--- src/rtl/cacheline_adapter.sv ---
// cacheline_adapter
//   Sits between the pipelined cache and banked memory. A single 256-bit
//   line transfer on the dfp side becomes a 4-beat, 64-bit burst on the
//   bmem side. One line read (fill) or line write (writeback) is in flight
//   at a time; completion is a one-cycle dfp_resp pulse.
//
// Ports
//   clk          system clock, rising edge
//   rst          asynchronous reset, active low
//   dfp_addr     line address from cache (offset bits ignored)
//   dfp_read     fill request, held until dfp_resp
//   dfp_write    writeback request, held until dfp_resp
//   dfp_wdata    writeback line
//   dfp_rdata    filled line, valid with dfp_resp after a read, held after
//   dfp_resp     one-cycle completion pulse
//   bmem_addr    burst base address (line aligned)
//   bmem_read    burst read request
//   bmem_write   write beat valid
//   bmem_wdata   current write beat
//   bmem_ready   memory accepts read request / write beat
//   bmem_rdata   read beat
//   bmem_rvalid  read beat valid
module cacheline_adapter #(
  parameter int unsigned LINE_W = 256,
  parameter int unsigned BEAT_W = 64
) (
  input  logic              clk,
  input  logic              rst,
  input  logic [31:0]       dfp_addr,
  input  logic              dfp_read,
  input  logic              dfp_write,
  input  logic [LINE_W-1:0] dfp_wdata,
  output logic [LINE_W-1:0] dfp_rdata,
  output logic              dfp_resp,
  output logic [31:0]       bmem_addr,
  output logic              bmem_read,
  output logic              bmem_write,
  output logic [BEAT_W-1:0] bmem_wdata,
  input  logic              bmem_ready,
  input  logic [BEAT_W-1:0] bmem_rdata,
  input  logic              bmem_rvalid
);

  localparam int unsigned BEATS = LINE_W / BEAT_W;
  localparam int unsigned CNT_W = $clog2(BEATS);
  localparam int unsigned OFF_W = $clog2(LINE_W / 8);

  typedef enum logic [2:0] {
    IDLE,
    RD_REQ,
    RD_DATA,
    WR,
    RESP
  } state_t;

  state_t            state;
  state_t            state_nx;
  logic [CNT_W-1:0]  cnt;
  logic [31:0]       addr_q;
  logic [LINE_W-1:0] line_q;
  logic [LINE_W-1:0] rdata_q;
  logic [LINE_W-1:0] line_fill;
  logic              last_beat;
  logic              unused_addr_bits;

  always_comb begin
    unused_addr_bits = ^dfp_addr[OFF_W-1:0];
  end

  always_comb begin
    last_beat = (cnt == CNT_W'(BEATS - 1));
  end

  // Line buffer with the incoming read beat merged into its slot.
  always_comb begin
    line_fill = line_q;
    line_fill[cnt*BEAT_W +: BEAT_W] = bmem_rdata;
  end

  // State register
  always_ff @(posedge clk or negedge rst) begin
    if (!rst) begin
      state <= IDLE;
    end else begin
      state <= state_nx;
    end
  end

  // Next-state logic
  always_comb begin
    state_nx = state;
    case (state)
      IDLE: begin
        if (dfp_read) begin
          state_nx = RD_REQ;
        end else if (dfp_write) begin
          state_nx = WR;
        end
      end
      RD_REQ: begin
        if (bmem_ready) begin
          state_nx = RD_DATA;
        end
      end
      RD_DATA: begin
        if (bmem_rvalid && last_beat) begin
          state_nx = RESP;
        end
      end
      WR: begin
        if (bmem_ready && last_beat) begin
          state_nx = RESP;
        end
      end
      RESP:    state_nx = IDLE;
      default: state_nx = IDLE;
    endcase
  end

  // Datapath. line_q doubles as writeback source and fill assembly buffer;
  // the completed fill is copied into rdata_q so dfp_rdata never shows a
  // partially assembled line and survives later writebacks.
  always_ff @(posedge clk or negedge rst) begin
    if (!rst) begin
      cnt     <= '0;
      addr_q  <= '0;
      line_q  <= '0;
      rdata_q <= '0;
    end else begin
      case (state)
        IDLE: begin
          cnt <= '0;
          if (dfp_read) begin
            addr_q <= {dfp_addr[31:OFF_W], {OFF_W{1'b0}}};
          end else if (dfp_write) begin
            addr_q <= {dfp_addr[31:OFF_W], {OFF_W{1'b0}}};
            line_q <= dfp_wdata;
          end
        end
        RD_REQ: begin
          cnt <= '0;
        end
        RD_DATA: begin
          if (bmem_rvalid) begin
            line_q <= line_fill;
            cnt    <= cnt + CNT_W'(1);
            if (last_beat) begin
              rdata_q <= line_fill;
            end
          end
        end
        WR: begin
          if (bmem_ready) begin
            cnt <= cnt + CNT_W'(1);
          end
        end
        default: begin
        end
      endcase
    end
  end

  // Outputs
  always_comb begin
    dfp_rdata  = rdata_q;
    dfp_resp   = 1'b0;
    bmem_addr  = '0;
    bmem_read  = 1'b0;
    bmem_write = 1'b0;
    bmem_wdata = '0;
    case (state)
      RD_REQ: begin
        bmem_read = 1'b1;
        bmem_addr = addr_q;
      end
      WR: begin
        bmem_write = 1'b1;
        bmem_addr  = addr_q;
        bmem_wdata = line_q[cnt*BEAT_W +: BEAT_W];
      end
      RESP: begin
        dfp_resp = 1'b1;
      end
      default: begin
      end
    endcase
  end

endmodule

--- config.mk ---
export PLATFORM = sky130hd
export DESIGN_NAME = cacheline_adapter
export DESIGN_NICKNAME = d
export VERILOG_FILES = /design/src/rtl/cacheline_adapter.sv
export SDC_FILE = /design/constraint.sdc
export NUM_CORES = 1
export LEC_CHECK = 0
export ABC_AREA = 1
export CORE_AREA = 2 2 280 282
export CTS_BUF_LIST = sky130_fd_sc_hd__clkbuf_8
export DETAILED_ROUTE_END_ITERATION = 12
export DIE_AREA = 0 0 282 284
export PLACE_DENSITY = 0.69
export SKIP_CTS_REPAIR_TIMING = 1
export SLEW_MARGIN = 5
export SYNTH_ARGS = -nofsm -noshare
export SYNTH_HDL_FRONTEND = slang
export SYNTH_SLANG_ARGS = --single-unit
--- constraint.sdc ---
create_clock -name clk -period 2.8 [get_ports clk]
set_clock_uncertainty 0.2 [all_clocks]
set_input_delay 0.42 -clock clk [delete_from_list [all_inputs] [get_ports clk]]
set_output_delay 0.42 -clock clk [all_outputs]
set_load 0.1 [all_outputs]
==> metrics.cfg <==
[timing]
hold_viol=0
rsz0062_at_grt=yes
min_period_ns=2.98
fin_ws_ns=-0.182
worst_pin_slew_ns=1.16
finalSetupViolations=91
slew_viol_final=0
hold-worst-slack_ns=0.0200
clock.fmax_mhz=335
min_period_over_period=1.07
slew_headroom=0.228

[synth]
synth-xor-area-share=0
ys_types=23
synth_simple_gate_area_frac=0.394
yosys_warnings=0
synth_compound_gate_area_share=0.0828
synth_fa_ha_area_frac=0.00208
synth_top_area_cell=dfrtp_1
ys_seq_elements=544
syn_area_per_cell_um2=6.60
synth_top_family_by_area=simple AND/OR/NAND/NOR gates
synthCells=4551
muxShareOfSynthArea=0
yosysSeqAreaShare=0.453
synth.top_cells.by_area=dfrtp_1, nand2_1, nor2_1
synth_top_area_frac=0.453
netlist_area_mm2=0.0301

[worst_setup_path]
crit_required_ns=2.18
startpoint_type=flop
cp_data_arrival_time_ns=2.36
reg2reg_from=cnt[1]
crit_end=bmem_wdata[16]
rrSetupSlack_ns=0.13
reg2regPathDepth=10
reg2reg_to=line_q[1]
crit_path_end_kind=output port
crit_start=cnt[0]
path_max_fanout=27
crit_type=reg -> out

[grt]
grt_use_total=0.305
grt_pass1_wl_mm=188
gr-total-overflow=0
grt_pass1_vias=31200
antenna_found_initial=19
grt_max_degree=139

[hold_path]
min_path_type=in -> async

[route]
avgRoutedWirePerCell_um=21.0
routed_via_density=5.25
routed_wl_mm=132
ant_nets=0
drc=0
dr.pass1.iters=8
first_iter_violations=3454
vias=33100

[status]
status=complete, but fails checks
violations=negative setup slack

[die]
die_h_um=284
start_util=0.391
fp-row-count=102
core_area_mm2=0.0770
design.die.area_mm2=0.0801
io-pin-count=713
die_x_um=282

[placed_design]
portBuffers=702
hpwlAfterDp_mm=80.1
globalplace.congestion=0.893
post-place-ws_ns=0.289

[cts]
clk_pin_slew_ns=0.06
cts_tree=yes
cts_buffer_depth=3
htreeDepth=3
clock-sinks=544
cts_root_buf=clkbuf_8
cts_made_buffers=98
insertion_delay_ns=0.72

[pwr]
finalPower_mw=58.6
ir_drop_mv=1.30
p_per_area_mw_per_mm2=1380
power_leakage_nw=22.4

[run]
cap_violations=0

[cells_and_area]
syn2layout_area_growth_pct=41.3
final_layout_size_suffix_gt1_frac=0.148
nets=5534
finalCoreUtilization=0.552

## placed cells by master, fill, tap and decap left out, drive strengths merged
cell type,n
a31oi,65
and2,1
buf,457
dfrtp,544
nand2,2579
or2,1
o21ai,133
nor2,388
clkbuf,143
dlygate4sd3,2
clkinvlp,2
o21bai,64
clkinv,22
inv,196
nor3,2
ha,5
bufinv,3
a21oi,91
nand3,134
clkdlybuf4s50,351
o211ai,64
diode,11
conb,5
## kinds of logic (layout without fill, tap and decap cells)
logic type                 count (synthesis)  after routing
AOI/OAI and AO/OA                        417            417
adders and majority gates                  5              5
buffers and inverters                    479           1176
DFF                                      544            544
other                                      1             16
and+or+nand+nor                         3105           3105
## area by class of cell
| cell class | count | area, um^2 |
|---|---|---|
| inverters | 172 | 668 |
| repair buffers | 823 | 9180 |
| fillers | 7392 | 34500 |
| well taps | 1040 | 1300 |
| multi-input cells | 3532 | 15500 |
| clock inverters | 51 | 338 |
| flip-flops and latches | 544 | 13600 |
| diodes | 11 | 27.5 |
| clock buffers | 130 | 1790 |
## critical path, cell delays in order, from the launching register on
cell,delay [ns]
dfrtp_4,0.56
inv_4,0.17
buf_16,0.24
o21ai_0,0.20
a21oi_4,0.23
buf_12,0.20
## cell usage after synthesis
| master | instances |
|---|---|
| and2_1 | 1 |
| ha_1 | 5 |
| nand3_1 | 134 |
| buf_4 | 11 |
| inv_2 | 8 |
| inv_1 | 164 |
| dfrtp_1 | 544 |
| clkbuf_1 | 116 |
| a31oi_1 | 65 |
| nor2_2 | 3 |
| or2_2 | 1 |
| nor2_4 | 2 |
| o211ai_1 | 64 |
| nor3_1 | 2 |
| buf_2 | 158 |
| o21bai_1 | 64 |
| nor2_1 | 383 |
| o21ai_1 | 1 |
| a21oi_1 | 91 |
| o21ai_0 | 132 |
| conb_1 | 1 |
| buf_1 | 22 |
| nand2_1 | 2579 |
## per-layer routing
layer / vias to the layer above / track usage / routed length, um
met5: - / 0 / 118
met4: 18 / 0.145 / 6490
met3: 375 / 0.0709 / 13500
met2: 1850 / 0.482 / 60600
met1: 15500 / 0.393 / 51500
li1: 15300 / - / -
## registers in the layout, summed over array words and instances (netlist names)
| register | flops |
|---|---|
| state | 3 |
| cnt | 2 |
| dfp_rdata | 256 |
| addr_q | 27 |
| line_q | 256 |
## through the flow
step           TNS (ns)  instances  instance area, um^2
2_1_floorplan    -0.944       4555                31100
3_3_place_gp          0       6080                39500
3_5_place_dp          0       6080                39500
4_1_cts          -31.96       6261                41600
5_1_grt          -14.92       6301                42500
6_report          -7.19       6303                42500
## power breakdown
group          internal, mW  switching [mW]  total [mW]  leakage [nW]
clock network          4.45            3.71        8.15          1.20
logic                  10.0            27.3        37.3          14.1
registers              11.0            2.14        13.1          7.10
## how the worst min path moves through the flow
stage / startpoint / to / slack (ns)
after detailed placement: rst / dfp_rdata[134] / 0.12
final: rst / line_q[75] / 0.02
after floorplan: rst / addr_q[10] / -0.08
after global placement: rst / dfp_rdata[134] / 0.12
after CTS: rst / dfp_rdata[68] / -0.67
after global routing: rst / line_q[75] / 0.02
(Power assumes the default switching activity.)
